## src/rtl/spu_pkg.sv

```systemverilog
`default_nettype none
// ============================================================================
// Module  : spu_pkg
// Purpose : Shared types and opcode constants for the SPU byte execution unit.
//           Opcode values are also consumed by the decode stage.
// Contents: byte_op_e (AVGB/ABSDB/SUMB/CNTB), opcode localparams, quad_t
// Revision: 1.0 - initial release
// ============================================================================
package spu_pkg;

  typedef enum logic [1:0] {
    AVGB  = 2'd0,
    ABSDB = 2'd1,
    SUMB  = 2'd2,
    CNTB  = 2'd3
  } byte_op_e;

  // Raw opcode encodings for decode logic that works on plain bit fields.
  localparam logic [1:0] C_OP_AVGB  = 2'd0;
  localparam logic [1:0] C_OP_ABSDB = 2'd1;
  localparam logic [1:0] C_OP_SUMB  = 2'd2;
  localparam logic [1:0] C_OP_CNTB  = 2'd3;

  localparam int C_QUAD_W = 128;
  localparam int C_BYTES  = 16;
  localparam int C_HALVES = 8;
  localparam int C_WORDS  = 4;

  typedef logic [127:0] quad_t;

endpackage
`default_nettype wire

```

## src/rtl/spu_byte_lane.sv

```systemverilog
`default_nettype none
// ============================================================================
// Module  : spu_byte_lane
// Purpose : Combinational per-byte arithmetic for one of the 16 byte lanes.
// Ports   : a, b  - unsigned operand bytes (RA, RB)
//           avg   - rounded-up average (a + b + 1) >> 1
//           absd  - |b - a|
//           pop   - population count of a (0..8)
// Revision: 1.0 - initial release
// ============================================================================
module spu_byte_lane (
  input  logic [7:0] a,
  input  logic [7:0] b,
  output logic [7:0] avg,
  output logic [7:0] absd,
  output logic [3:0] pop
);

  // 9-bit sum so the carry out is retained before the halving shift.
  assign avg  = 8'(({1'b0, a} + {1'b0, b} + 9'd1) >> 1);

  // Subtract the smaller from the larger so the result never wraps.
  assign absd = (a >= b) ? (a - b) : (b - a);

  always_comb begin
    pop = 4'd0;
    for (int k = 0; k < 8; k++) begin
      pop = pop + 4'(a[k]);
    end
  end

endmodule
`default_nettype wire

```

## src/rtl/spu_byte_pipe.sv

```systemverilog
`default_nettype none
// ============================================================================
// Module  : spu_byte_pipe
// Purpose : Two-stage pipelined SPU byte unit (AVGB, ABSDB, SUMB, CNTB) on
//           128-bit operands with valid/ready flow control on both sides.
//           S1 registers per-byte results and halfword pair sums; S2 finishes
//           the SUMB adds, selects by opcode and drives the outputs.
// Ports   : clk, rst_n            - clock, async active-low reset
//           in_valid/in_ready     - issue handshake
//           in_op, in_ra, in_rb   - opcode and operands
//           in_rt                 - destination tag
//           flush                 - drop every in-flight operation
//           out_valid/out_ready   - writeback handshake
//           out_rt, out_data      - result tag and data (held when idle)
//           busy                  - any stage holds a valid op
// Revision: 1.0 - initial release
// ============================================================================
module spu_byte_pipe
  import spu_pkg::*;
#(
  parameter int TAG_W = 7
) (
  input  logic             clk,
  input  logic             rst_n,
  input  logic             in_valid,
  output logic             in_ready,
  input  byte_op_e         in_op,
  input  logic [127:0]     in_ra,
  input  logic [127:0]     in_rb,
  input  logic [TAG_W-1:0] in_rt,
  input  logic             flush,
  output logic             out_valid,
  input  logic             out_ready,
  output logic [TAG_W-1:0] out_rt,
  output logic [127:0]     out_data,
  output logic             busy
);

  // --------------------------------------------------------------------------
  // Stage-0 combinational: byte lanes and halfword pair sums
  // --------------------------------------------------------------------------
  quad_t             w_avg;
  quad_t             w_absd;
  logic [63:0]       w_pop;
  logic [7:0][8:0]   w_pair_a;
  logic [7:0][8:0]   w_pair_b;

  for (genvar j = 0; j < C_BYTES; j++) begin : g_lane
    spu_byte_lane u_lane (
      .a    (in_ra[8*j +: 8]),
      .b    (in_rb[8*j +: 8]),
      .avg  (w_avg[8*j +: 8]),
      .absd (w_absd[8*j +: 8]),
      .pop  (w_pop[4*j +: 4])
    );
  end

  for (genvar h = 0; h < C_HALVES; h++) begin : g_pair
    assign w_pair_a[h] = {1'b0, in_ra[16*h +: 8]} + {1'b0, in_ra[16*h+8 +: 8]};
    assign w_pair_b[h] = {1'b0, in_rb[16*h +: 8]} + {1'b0, in_rb[16*h+8 +: 8]};
  end

  // --------------------------------------------------------------------------
  // Handshake
  // --------------------------------------------------------------------------
  logic w_adv;
  logic w_accept;

  assign w_adv    = !out_valid || out_ready;
  assign in_ready = w_adv && !flush;
  assign w_accept = in_valid && in_ready;

  // --------------------------------------------------------------------------
  // S1 registers
  // --------------------------------------------------------------------------
  logic             r_s1_valid;
  byte_op_e         r_s1_op;
  logic [TAG_W-1:0] r_s1_rt;
  quad_t            r_s1_avg;
  quad_t            r_s1_absd;
  logic [63:0]      r_s1_pop;
  logic [7:0][8:0]  r_s1_pair_a;
  logic [7:0][8:0]  r_s1_pair_b;

  // --------------------------------------------------------------------------
  // S2 combinational: SUMB word adds, CNTB zero-extension, op select
  // --------------------------------------------------------------------------
  quad_t w_sumb;
  quad_t w_cntb;
  quad_t w_result;

  for (genvar i = 0; i < C_WORDS; i++) begin : g_word
    logic [9:0] w_sum_a;
    logic [9:0] w_sum_b;
    assign w_sum_a = {1'b0, r_s1_pair_a[2*i]} + {1'b0, r_s1_pair_a[2*i+1]};
    assign w_sum_b = {1'b0, r_s1_pair_b[2*i]} + {1'b0, r_s1_pair_b[2*i+1]};
    // RB sum in the upper halfword, RA sum in the lower.
    assign w_sumb[32*i +: 32] = {6'd0, w_sum_b, 6'd0, w_sum_a};
  end

  for (genvar j = 0; j < C_BYTES; j++) begin : g_cnt
    assign w_cntb[8*j +: 8] = {4'd0, r_s1_pop[4*j +: 4]};
  end

  always_comb begin
    w_result = '0;
    case (r_s1_op)
      AVGB:    w_result = r_s1_avg;
      ABSDB:   w_result = r_s1_absd;
      SUMB:    w_result = w_sumb;
      CNTB:    w_result = w_cntb;
      default: w_result = '0;
    endcase
  end

  // --------------------------------------------------------------------------
  // Pipeline state
  // --------------------------------------------------------------------------
  logic             r_out_valid;
  logic [TAG_W-1:0] r_out_rt;
  quad_t            r_out_data;

  always_ff @(posedge clk or negedge rst_n) begin
    if (!rst_n) begin
      r_s1_valid  <= 1'b0;
      r_s1_op     <= AVGB;
      r_s1_rt     <= '0;
      r_s1_avg    <= '0;
      r_s1_absd   <= '0;
      r_s1_pop    <= '0;
      r_s1_pair_a <= '0;
      r_s1_pair_b <= '0;
      r_out_valid <= 1'b0;
      r_out_rt    <= '0;
      r_out_data  <= '0;
    end else begin
      // Flush wins over a stall: both valid bits drop regardless of adv.
      if (flush) begin
        r_s1_valid  <= 1'b0;
        r_out_valid <= 1'b0;
      end else if (w_adv) begin
        r_s1_valid  <= w_accept;
        r_out_valid <= r_s1_valid;
      end

      // Data registers load only with a live op so the outputs keep the
      // last delivered result while idle.
      if (w_accept) begin
        r_s1_op     <= in_op;
        r_s1_rt     <= in_rt;
        r_s1_avg    <= w_avg;
        r_s1_absd   <= w_absd;
        r_s1_pop    <= w_pop;
        r_s1_pair_a <= w_pair_a;
        r_s1_pair_b <= w_pair_b;
      end

      if (w_adv && r_s1_valid && !flush) begin
        r_out_rt   <= r_s1_rt;
        r_out_data <= w_result;
      end
    end
  end

  assign out_valid = r_out_valid;
  assign out_rt    = r_out_rt;
  assign out_data  = r_out_data;
  assign busy      = r_s1_valid || r_out_valid;

endmodule
`default_nettype wire
```

## config.mk

```make
export PLATFORM = sky130hd
export DESIGN_NAME = spu_byte_pipe
export DESIGN_NICKNAME = d
export VERILOG_FILES = /design/src/rtl/spu_pkg.sv /design/src/rtl/spu_byte_lane.sv /design/src/rtl/spu_byte_pipe.sv
export SDC_FILE = /design/constraint.sdc
export NUM_CORES = 2
export LEC_CHECK = 0
export CAP_MARGIN = 20
export CORE_ASPECT_RATIO = 0.9
export CORE_UTILIZATION = 60
export CTS_CLUSTER_DIAMETER = 200
export DETAILED_ROUTE_END_ITERATION = 8
export GPL_TIMING_DRIVEN = 0
export PLACE_DENSITY = 0.89
export SYNTH_ARGS = -nofsm -noshare
export SYNTH_HDL_FRONTEND = slang
export SYNTH_SLANG_ARGS = --single-unit
```

## constraint.sdc

```tcl
create_clock -name clk -period 2.9 [get_ports clk]
set_input_delay 0.725 -clock clk [delete_from_list [all_inputs] [get_ports clk]]
set_output_delay 0.725 -clock clk [all_outputs]
set_load 0.02 [all_outputs]
```

# After elaboration in Yosys (flattened, before gate mapping)
# Cells that the tools add are included.
# Widths: inputs -> output; s select.
totals:
  register_bits: 610
  latch_bits: 0
  mem_bits_rw: 0
  rom_bits: 0
  in_bits: 270
  out_inout_bits: 138
  word_cells: 275
  mem_count: 0
classes:
  n_addsub: 200
  multipliers: 0
  div_mod_pow: 0
  order_cmp: 16
  eq_ne: 3
  shift: 0
  muxes: 21
  n_bitwise: 0
  n_reduce_logical: 10
ops:
  columns: ["operator", "n"]
  rows:
  - ["$pmux 128 s4", 1]
  - ["$add 4x1->4", 96]
  - ["$add 8x8->9", 32]
  - ["$sub 8x8->8", 32]
  - ["$add 9x1->9 const B", 16]
  - ["$ge 8x8->1", 16]
  - ["$mux 8", 16]
  - ["$add 9x9->10", 8]
  - ["$add 1x1->2", 16]
  - ["$eq 2x2->1 const B", 2]
  - ["$logic_and 1x1->1", 4]
  - ["$mux 1", 4]
  - ["$eq 2x1->1 const B", 1]
  - ["$logic_not 1->1", 2]
  - ["$logic_not 2->1", 1]
  - ["$logic_or 1x1->1", 2]
  - ["$reduce_bool 2->1", 1]

# Longest topological paths before layout
logic_depth:
  ltp_word: 7
  depth_mapped: 12
  mapped_depth_nobuf: 12

# By module
# From an unflattened synthesis, not the netlist that was laid out.
hier_totals:
  hier_cells: 5905
  hier_area_um2: 50818.7
modules_own_cells:
  columns: ["mod", "instances", "cells_each", "area_each_um2", "seq_area_each_um2"]
  rows:
  - ["spu_byte_pipe", 1, 3657, 32768.9, 15264.6]
  - ["spu_byte_lane (g_lane[0].u_lane ...)", 10, 142, 1147.4, 0.0]
  - ["spu_byte_lane (g_lane[15].u_lane ...)", 6, 138, 1096.1, 0.0]

# Worst setup path after synthesis
# No wires, ideal clock.
synth_path:
  path_kind: "input-to-reg"
  from: "input in_ra[64]"
  to: "register r_s1_pop[34]"
  setup_ps: 135
  arrival_ps: 2967
  required_ps: 2765
  path_slack_ps: -202
  path_stages: 9
  path_buffers: 0
  path_cell_list: "ha_1 > inv_1 > fa_1 > fa_1 > inv_1 > fa_1 > fa_1 > xnor2_1 > o21ai_0"
synth_via:
  elab_chain_cells: 7
synth_lines:
  columns: ["item", "line_no", "source"]
  rows:
  - ["from (decl)", "spu_byte_pipe.sv:28", "input logic [127:0] in_ra,"]
  - ["$add 1x1->2", "spu_byte_lane.sv:28", "pop = pop + 4'(a[k]);"]
  - ["$add 4x1->4 (6 in series)", "spu_byte_lane.sv:28", null]
  - ["to (signal assigned)", "spu_byte_pipe.sv:153", "r_s1_pop <= w_pop;"]
  - ["to (decl)", "spu_byte_pipe.sv:81", "logic [63:0] r_s1_pop;"]
# Every way passes these cells.
# A chain may end at the register's enable or synchronous reset.

# Worst setup path after layout
layout_path:
  from: "register r_s1_op[0]"
  to: "register r_out_data[4] (netlist: out_data[4])"
layout_via:
  elab_chain_cells: 2
  elab_cells_between_ends: 5
  classes_between: "eq/ne (3); mux (1); reduce/logical (1)"
layout_lines:
  columns: ["item", "line_no", "source"]
  rows:
  - ["from (decl)", "spu_byte_pipe.sv:77", "byte_op_e r_s1_op;"]
  - ["from (signal assigned)", "spu_byte_pipe.sv:149", "r_s1_op <= in_op;"]
  - ["$eq 2x2->1 (tied with other cells)", "spu_byte_pipe.sv:107", "case (r_s1_op)"]
  - ["$pmux 128 s4 *", "spu_byte_pipe.sv:107", null]
  - ["to (signal assigned)", "spu_byte_pipe.sv:160", "r_out_data <= w_result;"]
  - ["to (decl)", "spu_byte_pipe.sv:121", "quad_t r_out_data;"]
# Mark *: on every way between the ends. The rest lies on a longest branch, timed or not.

==> results.cfg <==
[synth]
postSynthAreaPerCell_um2 = 9.00
synth_area_leaders = dfrtp_1 (32%), ha_1 (16%), nand2_1 (6.8%)
synth_top_family_by_area = adder cells
synth.distinct_cells = 70
synth_compound_area_share_pct = 18.1
synthesis.area_um2 = 48400
synth_most_common_cell = nand2_1
synth_cells = 5376
synth_fa_ha_area_share_pct = 21.6
async_reset_ff_share_pct = 100
synthSimpleGateAreaFrac_pct = 10.5
synth_fp_nets = 6398
synthMuxAreaShare_pct = 5.85
yosys.area.top_type = dfrtp_1
synth.top_cell.area_share_pct = 31.6
synth-main-ff-cell = dfrtp_1
yosys-top-cells-count = nand2_1 (876), ha_1 (616), dfrtp_1 (610)
yosysSeqAreaShare_pct = 31.6
synth_xor_xnor_area_share_pct = 5.99
yosys_warnings = 0
synth_edf_count = 0
ys_seq_elements = 610

[place]
pre_cts_ws_ps = -1320
dp_hpwl_mm = 135
dp_cells = 6848
globalplace.congestion = 0.997
io_buffers = 407
postPlaceCellArea_um2 = 54300

[timing]
period_minus_slack_ps = 2980
fmax_ghz = 0.336
worstMarginPinSlew_ps = 1220
drv_slew = 0
setup_viol = 8
rsz0062_at_grt = yes
fin_hold_ws_ps = 474
skew_ps = 38.8
worst_slack_ps = -79.0
max_slew_margin_pct = 18.9
setup_tns_ps = -285
hold_viol = 0
min_period_over_period_pct = 103

[detailed_routing]
routed_wirelength_mm = 180
avgRoutedWirePerCell_um = 25.6
drtAntennaViolNets = 0
vias = 44600
dr.pass1.iters = 9
route.detailed.drc = 114
dr.first_iter.drc_count = 5719
via_per_inst = 6.36

[status]
status = finished with violations
violations = design-rule violations, negative setup slack

[finish]
final_nets = 6928
final_cell_count_no_fill = 7013
synthToLayoutAreaGrowth_pct = 19.1
drive_gt1_share_pct = 11.7
design_area_um2 = 57600
finish.utilization_pct = 72.4

[clock_tree]
root_buffer = clkbuf_16
clock_latency_ps = 640
numCtsBuffers = 68
path_clk_slew_ps = 60
clockBufferDepth = 3
htree_levels = 3
cts_tree = done
cts.sinks = 610

[die]
die_area_um2 = 81800
core.rowCount = 98
die_h_um = 271
die_w_um = 301
io_pins = 408
start_util_pct = 60.8
coreArea_um2 = 79600

[pwr]
power.density_nw_per_um2 = 634
p_leak_nw = 28.5
total_power_mw = 36.5
vdd_drop_max_mv = 0.433

[setup_path]
crit_path_top_delay_cell = buf_2
required_ps = 3390
slowest_delay_ps = 600
crit_path_end_kind = register
path_common_cell = buf_2
start_kind = register
path_max_fanout = 10
path_cells = buf_2, buf_2, clkbuf_4, mux2i_1, o221ai_1, o21a_1
worstSetupPathType = register to register
critPathArrivalTime_ps = 3470

[global_routing]
grt_pass1_vias = 43600
grt_usage_pct = 43.2
grt_first_pass_wirelength_mm = 264
grt_max_degree = 130
overflow = 0
antenna_found_initial = 7

[flow_run]
drv_cap = 0

[hold_path]
hold_path_class = register to register
## power breakdown
group / total [mW] / internal, mW / leakage, nW / switching [mW]
combinational: 14.9 / 6.21 / 19.7 / 8.70
clock: 9.08 / 5.18 / 1.11 / 3.90
sequential: 12.5 / 10.6 / 7.64 / 1.93
## kinds of logic after synthesis
family                     after synthesis
and+or+nand+nor                       1238
buffers and inverters                  791
muxes                                  230
DFF                                    610
adders and majority gates              752
xor gates and xnor gates               331
AOI/OAI and AO/OA                     1424
## final timing paths
path / startpoint / end / slack (ps) / cells past startpoint
min in group asynchronous: rst_n / out_data[0] / 560 / 2
min reg2reg: r_s1_pop[35] / r_s1_pop[35] / 470 / 2
max in group asynchronous: rst_n / r_s1_pop[55] / 360 / 5
min: r_s1_pop[35] / r_s1_pop[35] / 470 / 2
max reg2reg: r_s1_op[0] / out_data[4] / -80 / 6
max: r_s1_op[0] / out_data[4] / -80 / 6
## cell usage in the layout (no fill, tap or decap), types with 58 or more instances in the layout
cell type        instances
nand2_1                876
dfrtp_1                610
ha_1                   558
inv_1                  543
o21ai_0                477
a21oi_1                345
clkdlybuf4s50_1        225
xnor2_1                215
nor2_1                 163
mux2i_1                120
o21bai_1               116
xor2_1                 111
fa_1                    98
clkbuf_1                91
a21o_1                  89
buf_2                   76
clkbuf_2                72
clkbuf_16               72
dlymetal6s2s_1          69
mux2_2                  60
dlygate4sd2_1           58
## flip-flops by register name, summed over array words and instances, names as in the netlist
signal	count
out_data	128
r_s1_absd	128
r_s1_avg	128
r_s1_pair_a	72
r_s1_pair_b	72
r_s1_pop	64
out_rt	7
r_s1_rt	7
r_s1_op	2
out_valid	1
r_s1_valid	1
## critical path, delay by kind of cell, from the launching register on
kind | cells | cell delay [ps]
AOI/OAI and AO/OA | 2 | 370
DFF | 1 | 340
muxes | 1 | 530
buffers and inverters | 3 | 1620
## layer usage
layer | vias to the layer above | GRT usage, % | part of all wire (%)
met5 | - | 0 | 0.063
met3 | 856 | 15.5 | 14
met2 | 3203 | 61.6 | 41
li1 | 19100 | - | -
met1 | 21400 | 55.3 | 37
met4 | 6 | 27.7 | 7.9
## cell type report
type / count / area, um^2
multi-input combinational: 3975 / 30900
fill: 5704 / 22000
antenna: 4 / 10.0
clock buffer: 96 / 1990
buffer: 210 / 1040
tap: 1050 / 1310
sequential: 610 / 15300
clock inverter: 27 / 285
inverter: 570 / 2140
timing repair buffer: 471 / 4690
## what timing repair did
| item | 4_1_cts | 5_1_grt |
|---|---|---|
| resized for setup | 251 | 275 |
| hold buffers | 1 | 0 |
| setup buffers | 34 | 12 |
| setup endpoints to repair | 478 | 382 |
| gates cloned | 0 | 0 |
| hold endpoints to repair | 27 | 0 |
| pin swaps | 26 | 40 |
Power figures use the tool's default switching activity.
